File: config.mk
export PLATFORM = sky130hd
export DESIGN_NAME = ef_apb_requester
export DESIGN_NICKNAME = d
export VERILOG_FILES = /design/src/rtl/ef_apb_req_pkg.sv /design/src/rtl/ef_apb_req_timer.sv /design/src/rtl/ef_apb_requester.sv
export SDC_FILE = /design/constraint.sdc
export NUM_CORES = 1
export LEC_CHECK = 0
export CAP_MARGIN = 20
export CORE_ASPECT_RATIO = 0.5
export CORE_UTILIZATION = 43
export CTS_BUF_LIST = sky130_fd_sc_hd__clkbuf_2
export DETAILED_ROUTE_END_ITERATION = 7
export PLACE_DENSITY = 0.95
export SETUP_SLACK_MARGIN = 0.05
export SLEW_MARGIN = 5
export SYNTH_ARGS = -nofsm -noshare
export SYNTH_HDL_FRONTEND = slang
export SYNTH_SLANG_ARGS = --single-unit
File: constraint.sdc
create_clock -name PCLK -period 2.1 [get_ports PCLK]
set_input_delay 0.42 -clock PCLK [delete_from_list [all_inputs] [get_ports PCLK]]
set_output_delay 0.42 -clock PCLK [all_outputs]
set_load 0.05 [all_outputs]
File: src/rtl/ef_apb_req_pkg.sv
// Shared types and helpers for the ef_apb_requester APB3 initiator.
package ef_apb_req_pkg;

    localparam int unsigned EF_APB_DEF_ADDR_W  = 32;
    localparam int unsigned EF_APB_DEF_DATA_W  = 32;
    localparam int unsigned EF_APB_DEF_TIMEOUT = 255;

    typedef enum logic [1:0] {
        IDLE   = 2'd0,
        SETUP  = 2'd1,
        ACCESS = 2'd2,
        RESP   = 2'd3
    } apb_state_t;

    // Clears the byte-lane bits of an address for a bus of data_w bits (power-of-two lanes).
    function automatic logic [63:0] align_mask(input int unsigned data_w);
        return ~(64'(data_w / 8) - 64'd1);
    endfunction

endpackage

File: src/rtl/ef_apb_req_timer.sv
// ACCESS-phase wait-state counter; o_expired flags the last permitted wait cycle.
module ef_apb_req_timer #(
    parameter int unsigned LIMIT = 255
) (
    input  logic i_clk,
    input  logic i_rst,
    input  logic i_clear,
    input  logic i_enable,
    output logic o_expired
);

    localparam int unsigned W = (LIMIT < 2) ? 1 : $clog2(LIMIT);

    logic [W-1:0] r_count;

    // Asserted while the count of completed wait states is LIMIT-1, so an
    // unready cycle now would make LIMIT wait states in total.
    assign o_expired = (r_count == W'(LIMIT - 1));

    always_ff @(posedge i_clk) begin
        if (i_rst || i_clear) begin
            r_count <= '0;
        end else if (i_enable && !o_expired) begin
            r_count <= r_count + 1'b1;
        end
    end

endmodule

File: src/rtl/ef_apb_requester.sv
// APB3 initiator: valid/ready command in, APB transfer, valid/ready response out.
// Optional ACCESS timeout enabled by defining EF_APB_REQ_TIMEOUT_EN.
module ef_apb_requester
    import ef_apb_req_pkg::*;
#(
    parameter int unsigned ADDR_W         = EF_APB_DEF_ADDR_W,
    parameter int unsigned DATA_W         = EF_APB_DEF_DATA_W,
    parameter int unsigned TIMEOUT_CYCLES = EF_APB_DEF_TIMEOUT
) (
    input  logic              PCLK,
    input  logic              PRESET,
    input  logic              cmd_valid,
    output logic              cmd_ready,
    input  logic              cmd_write,
    input  logic [ADDR_W-1:0] cmd_addr,
    input  logic [DATA_W-1:0] cmd_wdata,
    output logic              rsp_valid,
    input  logic              rsp_ready,
    output logic [DATA_W-1:0] rsp_rdata,
    output logic              rsp_err,
    output logic              busy,
    output logic [ADDR_W-1:0] PADDR,
    output logic              PWRITE,
    output logic              PSEL,
    output logic              PENABLE,
    output logic [DATA_W-1:0] PWDATA,
    input  logic [DATA_W-1:0] PRDATA,
    input  logic              PREADY
);

    localparam logic [ADDR_W-1:0] LP_ADDR_MASK = ADDR_W'(align_mask(DATA_W));

    if (TIMEOUT_CYCLES == 0) begin : g_cfg_check
        $error("ef_apb_requester: TIMEOUT_CYCLES must be at least 1");
    end

    apb_state_t        r_state;
    apb_state_t        w_next;
    logic [ADDR_W-1:0] r_addr;
    logic              r_write;
    logic [DATA_W-1:0] r_wdata;
    logic [DATA_W-1:0] r_rdata;
    logic              r_err;
    logic              w_abort;

`ifdef EF_APB_REQ_TIMEOUT_EN
    logic w_tmr_clear;
    logic w_tmr_enable;
    logic w_expired;

    assign w_tmr_clear  = (r_state == SETUP);
    assign w_tmr_enable = (r_state == ACCESS) && !PREADY;
    assign w_abort      = w_tmr_enable && w_expired;

    ef_apb_req_timer #(
        .LIMIT(TIMEOUT_CYCLES)
    ) u_timer (
        .i_clk    (PCLK),
        .i_rst    (PRESET),
        .i_clear  (w_tmr_clear),
        .i_enable (w_tmr_enable),
        .o_expired(w_expired)
    );
`else
    assign w_abort = 1'b0;
`endif

    always_ff @(posedge PCLK) begin
        if (PRESET) begin
            r_state <= IDLE;
        end else begin
            r_state <= w_next;
        end
    end

    always_comb begin
        w_next    = r_state;
        cmd_ready = 1'b0;
        rsp_valid = 1'b0;
        busy      = 1'b1;
        PSEL      = 1'b0;
        PENABLE   = 1'b0;
        case (r_state)
            IDLE: begin
                cmd_ready = 1'b1;
                busy      = 1'b0;
                if (cmd_valid) w_next = SETUP;
            end
            SETUP: begin
                PSEL   = 1'b1;
                w_next = ACCESS;
            end
            ACCESS: begin
                PSEL    = 1'b1;
                PENABLE = 1'b1;
                if (PREADY || w_abort) w_next = RESP;
            end
            RESP: begin
                rsp_valid = 1'b1;
                if (rsp_ready) w_next = IDLE;
            end
            default: w_next = IDLE;
        endcase
    end

    always_ff @(posedge PCLK) begin
        if (PRESET) begin
            r_addr  <= '0;
            r_write <= 1'b0;
            r_wdata <= '0;
            r_rdata <= '0;
            r_err   <= 1'b0;
        end else begin
            if (r_state == IDLE && cmd_valid) begin
                r_addr  <= cmd_addr & LP_ADDR_MASK;
                r_write <= cmd_write;
                r_wdata <= cmd_wdata;
            end
            if (r_state == ACCESS) begin
                if (PREADY) begin
                    r_rdata <= r_write ? '0 : PRDATA;
                    r_err   <= 1'b0;
                end else if (w_abort) begin
                    r_rdata <= '0;
                    r_err   <= 1'b1;
                end
            end
        end
    end

    assign PADDR     = r_addr;
    assign PWRITE    = r_write;
    assign PWDATA    = r_wdata;
    assign rsp_rdata = r_rdata;
    assign rsp_err   = r_err;

endmodule

==> summary.txt <==
Status
  • Result of the run: finished clean

Job
  • Reported max-cap violation count: 0

Timing
  • Count of final setup violators: 0
  • Hold Worst Slack: 135 ps
  • Fin crit period: 1940 ps
  • Endpoints failing hold: 0
  • Final clock period utilization by the worst path: 0.924
  • Total count of max-transition violations in the final report: 0
  • Fin Setup TNS: 0 ps
  • Peak clock frequency supported by timing: 0.515 GHz
  • Worst-case clock skew: 26.4 ps
  • Slew at the pin closest to its max-slew limit: 551 ps
  • Normalized max-slew margin: 0.634
  • RSZ-0062 raised after global routing: false

Clock tree
  • Hold-fix buffer count after cts: 0
  • Worst-case clock buffer depth: 2
  • Clock insertion delay at the later pin of the skew report: 540 ps
  • Number of buffers added by the clock tree synthesis step: 9
  • Clock transition at the registers of the reported paths: 260 ps
  • Deepest level of the CTS H-tree: 3
  • Number of instances resized during post-cts repair: 96
  • TritonCTS clock tree: built
  • Post CTS Setup Buffer Count: 0
  • Root Buffer: sky130_fd_sc_hd__clkbuf_2
  • Total clock sinks: 97

Hold path
  • Startpoint of the worst hold path: PRESET
  • Cell count of the worst hold path: 2
  • Hold EP: rsp_rdata[17]
  • Worst hold-check path type: in2reg

Global route
  • Wire length of the first global-routing pass: 17,000 um
  • Number of global-route vias before repair: 3,562
  • Total global-route track usage: 0.241
  • Pin count of the biggest net entering global routing: 44
  • Number of antenna violations at the first check in global routing: 0
  • Congestion Overflow GR: 0

Setup path
  • Kind of critical path: reg2out
  • Maximum net fanout on the critical path: 2
  • Worst Path Required: 1680 ps
  • Startpoint kind of the worst setup timing path: register
  • Slowest stage delay, CP: 570 ps
  • Worst r2r src: r_state[0]
  • Worst r2r dst: rsp_rdata[5]
  • Top Family by Delay on Critical Path: buffers and inverters
  • Buf/Inv on CP: 1
  • Slack of the worst reg-to-reg path: 630 ps
  • Critical path arrival: 1520 ps
  • Number of cells on the worst reg-to-reg path: 6
  • Chain of cells forming the critical path: dlygate4sd2_1
  • Critical-path top delay cell: sky130_fd_sc_hd__dlygate4sd2_1
  • Critical path capture point type: output port

Final layout
  • Antenna diode count: 0
  • Final Instance Area: 5770 um^2
  • Relative area change from synthesis to final layout: 55.0%
  • Core Util, Final: 0.703
  • Fill cell instance count of the final layout: 650
  • Post-Layout Cell Count: 745
  • Proportion of layout cells with a drive suffix above 1: 0.0821
  • Net count reported at finish: 733

Floorplan
  • Number of core rows: 23
  • Initial core utilization: 0.454
  • I/O pin count: 205
  • Total Die Area: 9050 um^2
  • Width of the chip: 134 um
  • Area of the core: 8200 um^2
  • Chip Height: 67.8 um

Placed design
  • Port Buffer Count: 199
  • Detail Placement HPWL: 8180 um
  • RePlAce Congestion: 0.797
  • Placement-stage cell area: 5750 um^2
  • Inst Count DP: 729

Routing
  • Initial detailed-routing violation count: 238
  • Routed Wire Length: 11,200 um
  • Post-route DRC: 0
  • DR vias: 3,771
  • Pre-antenna DRT Iters: 4
  • Antenna Violating Nets Remaining: 0
  • Via-to-Cell Ratio: 5.06
  • Final routed wire length divided by cell count: 15.1 um

Yosys
  • Netlist Area Pre-Place: 3720 um^2
  • Share of cell area taken by muxes after synthesis: 0
  • Syn Inst Count: 442
  • Number of enable-type register cells in the synthesized netlist: 0
  • Top-area cell type share of the netlist area: 0.522
  • Share of synthesized area occupied by flip-flops and latches: 0.522
  • Largest cells by area after synthesis: sky130_fd_sc_hd__dfxtp_1, sky130_fd_sc_hd__nand2_1, sky130_fd_sc_hd__a21oi_1, sky130_fd_sc_hd__nand4b_1, sky130_fd_sc_hd__buf_2
  • Count of state elements after synthesis: 97
  • Combinational family with the most area after synthesis: simple AND/OR/NAND/NOR gates
  • Cell taking the most area after synthesis: sky130_fd_sc_hd__dfxtp_1
  • Synthesized-area fraction occupied by adder cells: 0.0101
  • Xor/xnor cell area share of the yosys netlist: 0
  • Compound-gate portion of the synthesized area: 0.147
  • Number of warnings issued by yosys: 0
  • Number of library cell types mapped by synthesis: 20
  • Top_reg_cell synth: sky130_fd_sc_hd__dfxtp_1
  • Post-synthesis simple-gate area fraction: 0.247
  • Average cell area after synthesis: 8.42 um^2
  • Share of flip-flops with an asynchronous set or reset after synthesis: 0

Power
  • Power Density: 1040 nW/um^2
  • Leakage component of the power: 0.00249 uW
  • Largest voltage drop on the vdd net: 0.000477 V
## worst max path at each step
stage	from	slack [ps]	cells past startpoint	end
floorplan	r_state[0]	400	3	busy
global placement	PREADY	280	5	rsp_rdata[10]
detailed placement	PREADY	250	5	rsp_rdata[11]
CTS	r_state[0]	50	4	PENABLE
global route	r_state[1]	60	3	PSEL
finish	rsp_rdata[19]	160	1	rsp_rdata[19]
## sequential cells by signal (all words and copies together) (netlist names)
register   cells
PWDATA        32
r_state        2
PWRITE         1
PADDR         30
rsp_rdata     32
## cell usage in the layout (no fill, tap or decap), types with 2 or more instances in the layout
cell,instances
sky130_fd_sc_hd__inv_1,3
sky130_fd_sc_hd__dfxtp_1,95
sky130_fd_sc_hd__a21oi_2,10
sky130_fd_sc_hd__clkdlybuf4s50_1,98
sky130_fd_sc_hd__buf_4,17
sky130_fd_sc_hd__clkbuf_2,9
sky130_fd_sc_hd__nand2_1,160
sky130_fd_sc_hd__nor2b_1,2
sky130_fd_sc_hd__buf_12,4
sky130_fd_sc_hd__conb_1,3
sky130_fd_sc_hd__clkinv_1,4
sky130_fd_sc_hd__dlygate4sd2_1,93
sky130_fd_sc_hd__nand4b_1,32
sky130_fd_sc_hd__a21oi_1,85
## synthesized netlist by cell type, types with 2 or more instances
library cell                 n
sky130_fd_sc_hd__nand2_1   161
sky130_fd_sc_hd__dfxtp_1    97
sky130_fd_sc_hd__a21oi_1    85
sky130_fd_sc_hd__nand4b_1   32
sky130_fd_sc_hd__buf_2      19
sky130_fd_sc_hd__a21oi_2    10
sky130_fd_sc_hd__clkbuf_1    9
sky130_fd_sc_hd__buf_4       6
sky130_fd_sc_hd__buf_6       6
sky130_fd_sc_hd__inv_1       4
sky130_fd_sc_hd__ha_1        3
sky130_fd_sc_hd__nor2b_1     2
## through the flow
step	power, uW	setup WS, ps
floorplan	4340	401
global placement	5300	280
detailed placement	5360	247
CTS	6020	53.5
global route	6300	58.7
finish	6010	159
## cell families (layout without fill, tap and decap cells)
group,Yosys count,in the layout
simple gates,197,197
compound gates,99,99
flops,97,97
buf+inv,45,234
fa+ha+maj,3,3
other cells,1,3
## layout make-up
cell class,instances,area (um^2),share of cell area
timing repair buffer,214,2020,0.351
sequential,97,1950,0.338
multi-input combinational,302,1530,0.266
tap,112,140,0.0243
clock inverter,7,61.3,0.0106
clock buffer,9,45.0,0.00781
inverter,4,15.0,0.00260
## routing by layer
metal | global-route usage | vias to the layer above | wire [um]
met4 | 0.126 | 0 | 355
met2 | 0.462 | 120 | 5970
met1 | 0.252 | 1781 | 4390
met5 | 0 | - | 0
li1 | - | 1835 | -
met3 | 0.0623 | 35 | 529
## power by group
part | switching, uW | internal, uW
registers | 150 | 2160
clock network | 615 | 261
logic | 1980 | 852
total | 2740 | 3270
Note: power is estimated with default switching activity, not from simulation.
